===== config.mk =====
export PLATFORM = sky130hd
export DESIGN_NAME = traffic_ctrl_param
export DESIGN_NICKNAME = d
export VERILOG_FILES = /design/src/rtl/traffic_ctrl_param.sv
export SDC_FILE = /design/constraint.sdc
export NUM_CORES = 1
export LEC_CHECK = 0
export BUFFER_PORTS_ARGS = -buffer_cell sky130_fd_sc_hd__buf_2
export CORE_UTILIZATION = 50
export DETAILED_ROUTE_END_ITERATION = 10
export PLACE_DENSITY = 0.74
export SYNTH_ARGS = -nofsm -noshare
export SYNTH_HDL_FRONTEND = slang
export SYNTH_SLANG_ARGS = --single-unit

===== constraint.sdc =====
create_clock -name clk -period 2.1 [get_ports clk]
set_input_delay 0.315 -clock clk [delete_from_list [all_inputs] [get_ports clk]]
set_output_delay 0.315 -clock clk [all_outputs]
set_load 0.01 [all_outputs]

===== src/rtl/traffic_ctrl_param.sv =====
// Highway/country intersection controller with yellow phases, a highway car quota,
// snow-extended yellow, optional country demand sensing and a defined sys_en-drop policy.
module traffic_ctrl_param #(
  parameter int HWY_CARS      = 3,
  parameter int YEL_CYCLES    = 1,
  parameter int CG_CYCLES     = 2,
  parameter int SNOW_EXTRA    = 2,
  parameter int COUNTRY_SENSE = 0,
  parameter int CW            = 4
) (
  input  logic          clk,
  input  logic          reset,
  input  logic          sys_en,
  input  logic          vehicle,
  input  logic          snow,
  input  logic          country_req,
  output logic          gh,
  output logic          yh,
  output logic          rh,
  output logic          gc,
  output logic          yc,
  output logic          rc,
  output logic [1:0]    state,
  output logic [CW-1:0] car_cnt
);

  typedef enum logic [1:0] {
    HG = 2'b00,
    HY = 2'b01,
    CG = 2'b10,
    CY = 2'b11
  } phase_t;

  localparam logic [CW-1:0] QUOTA         = CW'(HWY_CARS);
  localparam logic [CW-1:0] QUOTA_M1      = CW'(HWY_CARS - 1);
  localparam logic [CW-1:0] YEL_LOAD      = CW'(YEL_CYCLES - 1);
  localparam logic [CW-1:0] YEL_SNOW_LOAD = CW'(YEL_CYCLES + SNOW_EXTRA - 1);
  localparam logic [CW-1:0] CG_LOAD       = CW'(CG_CYCLES - 1);
  localparam logic          SENSE         = (COUNTRY_SENSE != 0);

  phase_t        state_q, state_d;
  logic [CW-1:0] cnt_q, cnt_d;
  logic [CW-1:0] timer_q, timer_d;

  logic          quota_hit;
  logic          can_count;
  logic          country_ok;
  logic          timer_done;
  logic [CW-1:0] yel_load;

  assign quota_hit  = (cnt_q == QUOTA) || (vehicle && (cnt_q == QUOTA_M1));
  assign can_count  = vehicle && (cnt_q != QUOTA);
  assign country_ok = !SENSE || country_req;
  assign timer_done = (timer_q == '0);
  // The snow sample at yellow entry is held in the loaded timer value, so later
  // snow changes cannot stretch or shorten a yellow already in progress.
  assign yel_load   = snow ? YEL_SNOW_LOAD : YEL_LOAD;

  // State register
  always_ff @(posedge clk) begin
    // NOTE: non-blocking assignments here so every register samples the pre-edge
    // values computed by the combinational blocks, independent of statement order.
    if (reset) begin
      state_q <= HG;
      cnt_q   <= '0;
      timer_q <= '0;
    end else begin
      state_q <= state_d;
      cnt_q   <= cnt_d;
      timer_q <= timer_d;
    end
  end

  // Next-state logic
  always_comb begin
    // NOTE: defaults first so every path assigns every output and no latch is inferred.
    state_d = state_q;
    cnt_d   = cnt_q;
    timer_d = timer_q;
    unique case (state_q)
      HG: begin
        if (sys_en) begin
          if (can_count) cnt_d = cnt_q + 1'b1;
          if (quota_hit && country_ok) begin
            state_d = HY;
            timer_d = yel_load;
          end
        end
      end
      HY: begin
        if (!sys_en) begin
          state_d = HG;
          timer_d = '0;
        end else if (timer_done) begin
          state_d = CG;
          timer_d = CG_LOAD;
        end else begin
          timer_d = timer_q - 1'b1;
        end
      end
      CG: begin
        if (!sys_en || timer_done) begin
          state_d = CY;
          timer_d = yel_load;
        end else begin
          timer_d = timer_q - 1'b1;
        end
      end
      CY: begin
        // Country yellow always runs to completion so the road is cleared.
        if (timer_done) begin
          state_d = HG;
          cnt_d   = '0;
        end else begin
          timer_d = timer_q - 1'b1;
        end
      end
      default: begin
        state_d = HG;
        cnt_d   = '0;
        timer_d = '0;
      end
    endcase
  end

  // Lamp decode straight from the state register
  always_comb begin
    gh = 1'b0;
    yh = 1'b0;
    rh = 1'b0;
    gc = 1'b0;
    yc = 1'b0;
    rc = 1'b0;
    unique case (state_q)
      HG: begin gh = 1'b1; rc = 1'b1; end
      HY: begin yh = 1'b1; rc = 1'b1; end
      CG: begin rh = 1'b1; gc = 1'b1; end
      CY: begin rh = 1'b1; yc = 1'b1; end
      default: begin gh = 1'b1; rc = 1'b1; end
    endcase
  end

  assign state   = state_q;
  assign car_cnt = cnt_q;

endmodule

== Word level (Yosys, flattened, before mapping) ==
Cells that the tools add are included.
W data, S select, Z words.
Operators by class
  add/subtract/negate cells: 2
  eq/ne operators: 13
  mux-type cells: 25
  reduce and logical (&&, ||, !) cells: 13
Operator list (count)
  $mux W4: 9
  $pmux W4 S4: 1
  $mux W2: 7
  $ne A2 B2 Y1 const B: 6
  $eq A4 B2 Y1 const B: 2
  $pmux W2 S4: 1
  $pmux W4 S2: 1
  $mux W1: 6
  $reduce_and A5 Y1: 1
  $add A4 B1 Y4 const B: 1
  $eq A2 B2 Y1 const B: 2
  $logic_not A4 Y1: 1
  $ne A4 B2 Y1 const B: 1
  $reduce_and A4 Y1: 1
  $reduce_or A2 Y1: 2
  $sub A4 B1 Y4 const B: 1
  $ne A3 B3 Y1 const B: 1
  $reduce_and A3 Y1: 1
  $eq A2 B1 Y1 const B: 1
  $logic_and A1 B1 Y1: 2
  $logic_not A2 Y1: 1
  $logic_or A1 B1 Y1: 2
  $reduce_bool A2 Y1: 1
  $logic_not A1 Y1: 1
Word-level totals
  register bits after elaboration: 10
  bits of input ports: 6
  output and inout port bits: 12
  word-level logic and storage cells: 56

== Longest topological paths before layout ==
  depth in word-level cells: 6
  mapped depth: 6
  gate-level depth less buffers: 6

== Worst setup path before layout ==
Ideal clock, no wire load.
  path kind: flip-flop to flip-flop
  start point: reg timer_q[0]
  end point: reg timer_q[1]
  setup time: 0.096 ns
  data arrival time: 1.625 ns
  data required time: 2.004 ns
  setup slack: 0.379 ns
  stages on the path, launching flop included: 7
  buffers on the path: 0
  period minus slack after synthesis: 1.721 ns
  cell sequence: dfxtp_1 > inv_1 > ha_1 > or3b_4 > a31o_1 > a211o_1 > o41ai_2
On the way
  cells in the longest elaborated chain, start to end: 4
  elaborated cells between the ends (all ways): 10
  classes of those cells: add/sub (1); eq/ne (1); mux (5); reduce/logical (3)
Ends and longest elaborated chain
  start, declared: RTL line 43  | logic [CW-1:0] timer_q, timer_d;
  start signal, assigned: RTL line 70  | timer_q <= timer_d;
  $sub A4 B1 Y4 / $logic_not A4 Y1 (equally long branches)
  $mux W4 / $logic_or A1 B1 Y1 (equally long branches): RTL line 94, 102
  $mux W4, on equally long branches: RTL line 91, 102
  $pmux W4 S4: RTL line 80  | unique case (state_q)
Parallel ways exist; a longest one is shown, timed or not. The select of a mux whose other input is x is not followed.
A chain may end at the register's enable or synchronous reset.

== Worst setup path in the final report ==
Same ends and word-level chain as after synthesis.

==> impl_metrics.py <==
metrics = {
    "sta": {
        "setup_viol": 0,
        "max_freq_ghz": 0.5418,
        "holdWs_ps": 361.6,
        "drv_slew": 0,
        "final_hold_viol_count": 0,
        "rsz0062_at_grt": "no",
        "post-route-period-util_pct": 87.89,
        "clock-skew-final_ps": 1.463,
        "period_minus_slack_ps": 1846,
        "slew_headroom_pct": 67.57,
        "finalSetupTns_ps": 0,
        "worst_slew_pin_slew_ps": 486.4,
    },
    "power": {
        "finalPower_mw": 0.4279,
        "power_density_nw_per_um2": 527.0,
        "ir_worst_vdd_uv": 235.3,
        "p_leak_nw": 0.3512,
    },
    "run_status": {
        "outcome": "finished clean",
    },
    "setup_path": {
        "cp_data_required_time_ps": 2280,
        "critPathKind": "flop to flop",
        "cp_num_buf_inv": 1,
        "cp_max_fo": 5,
        "worst_setup_path_end_kind": "flop",
        "reg2reg_depth": 6,
        "crit_chain": "inv_1 > ha_1 > or3b_4 > a31o_1 > a211o_1 > o41ai_2",
        "cp_num_cells": 6,
        "max_stage_delay_ps": 420,
        "critical_path.slowest_cell": "or3b_4",
        "arrival_ps": 2020,
        "cp_top_family": "compound AO/OA/AOI/OAI gates",
        "critPathLaunchType": "flop",
    },
    "layout": {
        "drive_above_1_share_pct": 26.00,
        "n_antenna_cell": 0,
        "final_cell_mix": "buf_2 (16), inv_1 (10), dfxtp_1 (10)",
        "design_area_um2": 812.0,
        "layout.nets": 111,
        "final_cells": 115,
        "area_delta_synth_final_pct": 15.89,
        "final_common_cell": "buf_2",
    },
    "placement": {
        "port_buffers": 16,
        "place_area_um2": 775.7,
        "dp_hpwl_mm": 1.077,
        "place_congestion": 0.8831,
        "dp.cells": 111,
    },
    "min_path": {
        "min_path_type": "input pin to flop",
        "hold_depth": 2,
    },
    "clock_network": {
        "cts_setup_buffers": 0,
        "cts.sinks": 10,
        "clk_path_buf_depth": 2,
        "cts_tree": "done",
        "cts_resized": 0,
        "holdBufCountCts": 0,
        "clock_latency_ps": 270,
        "clk_pin_slew_ps": 70,
        "cts-root-buf": "clkbuf_4",
        "cts_buffers": 3,
        "cts_max_level": 1,
    },
    "floorplan": {
        "die_w_um": 39.44,
        "fp.dieArea_um2": 1555,
        "die_h_um": 39.44,
        "ios": 18,
        "initial_core_util_pct": 53.85,
        "num_rows": 13,
        "coreArea_um2": 1301,
    },
    "global_routing": {
        "grt_pass1_vias": 544,
        "grt_overflow_total": 0,
        "grt_pass1_wl_mm": 2.283,
        "grt_start_max_net_pins": 14,
        "antenna_found_initial": 0,
        "grt_usage_pct": 21.62,
    },
    "synth": {
        "synth_seq_area_share_pct": 28.57,
        "ys_ff_latch": 10,
        "synthCells": 85,
        "synth_edf_count": 0,
        "synth_fp_nets": 95,
        "async_reset_ff_share_pct": 0,
        "synth_adder_area_share_pct": 7.143,
        "yosysUniqueCellTypes": 35,
        "synth_compound_area_share_pct": 30.36,
        "yosys.area_share.xor_xnor_pct": 0,
        "synth_top_family_by_area": "compound AO/OA/AOI/OAI gates",
        "synth-main-ff-cell": "dfxtp_1",
        "ys.warnings.count": 0,
        "synth_simple_gate_area_share_pct": 22.14,
        "syn_avg_cell_area_um2": 8.243,
        "synth_mux_area_share_pct": 3.036,
        "syn_area_um2": 700.7,
    },
    "drt": {
        "first_iter_violations": 8,
        "via_per_inst": 5.800,
        "wl_per_cell_um": 12.98,
        "vias": 667,
        "ant_nets": 0,
        "drc_errors": 0,
        "dr.pass1.iters": 4,
        "drt-total-wl_mm": 1.493,
    },
    "run": {
        "cap_violations": 0,
    },
}
==> registers in the layout, summed over array words and instances, names as in the netlist, named ones only <==
signal	flops
timer_q	4
state	1
car_cnt	4
==> Yosys cell counts, types with 2 or more instances <==
library cell / n / area share, %
a211o_1: 2 / 2.5
a211oi_1: 5 / 5.4
a21oi_1: 7 / 5.0
buf_2: 4 / 2.9
dfxtp_1: 10 / 29
ha_1: 4 / 7.1
inv_1: 10 / 5.4
nand2_1: 4 / 2.1
nand3_1: 3 / 2.1
nor2_1: 5 / 2.7
nor2b_1: 2 / 1.8
o21ai_0: 3 / 2.1
o32ai_1: 2 / 2.5
or3_1: 3 / 2.7
==> worst reg2reg max path: cells and delay by family, from the launching register on <==
| family | cells | cell delay (ps) |
|---|---|---|
| buf+inv | 1 | 110 |
| compound gates | 3 | 710 |
| flops | 1 | 340 |
| simple gates | 1 | 420 |
| fa+ha+maj | 1 | 190 |
==> cell families after synthesis <==
group                    after synthesis
AO/OA/AOI/OAI                         28
adder cells (fa/ha/maj)                4
buffers and inverters                 15
flip-flops                            10
multiplexers                           2
AND/OR/NAND/NOR                       26
==> layer usage <==
metal	vias to the layer above	part of all wire, %	GRT usage, %
met5	-	0	0
met4	0	0.67	7.759
met3	2	2.9	5.114
met2	13	45	32.38
met1	304	52	29.49
li1	348	-	-
==> area by class of cell <==
class | instances | area (um2)
Multi-Input combinational cell | 60 | 439.2
Clock buffer | 4 | 36.28
Timing Repair Buffer | 16 | 80.08
Inverter | 10 | 37.54
Fill cell | 127 | 489.2
Sequential cell | 10 | 200.2
Tap cell | 15 | 18.77
==> final timing paths <==
check	to	slack [ps]	startpoint
max	timer_q[1]	250	timer_q[0]
min	flop	360	reset
max reg2reg	timer_q[1]	250	timer_q[0]
min reg2reg	car_cnt[0]	530	car_cnt[0]
==> report_power, final <==
part	internal [mW]	switching (mW)	leakage, nW
clock network	0.105	0.0721	0.0210
logic	0.0232	0.0289	0.249
registers	0.193	0.00533	0.0808
==> per-stage QoR <==
stage	utilization, %	setup slack, ps
6_report	62.40	254.4
5_1_grt	62.40	110.9
4_1_cts	62.40	250.7
3_5_place_dp	59.62	281.6
3_3_place_gp	59.62	293.3
2_1_floorplan	-	378.9
No activity file was read; power rests on OpenSTA's default activity.
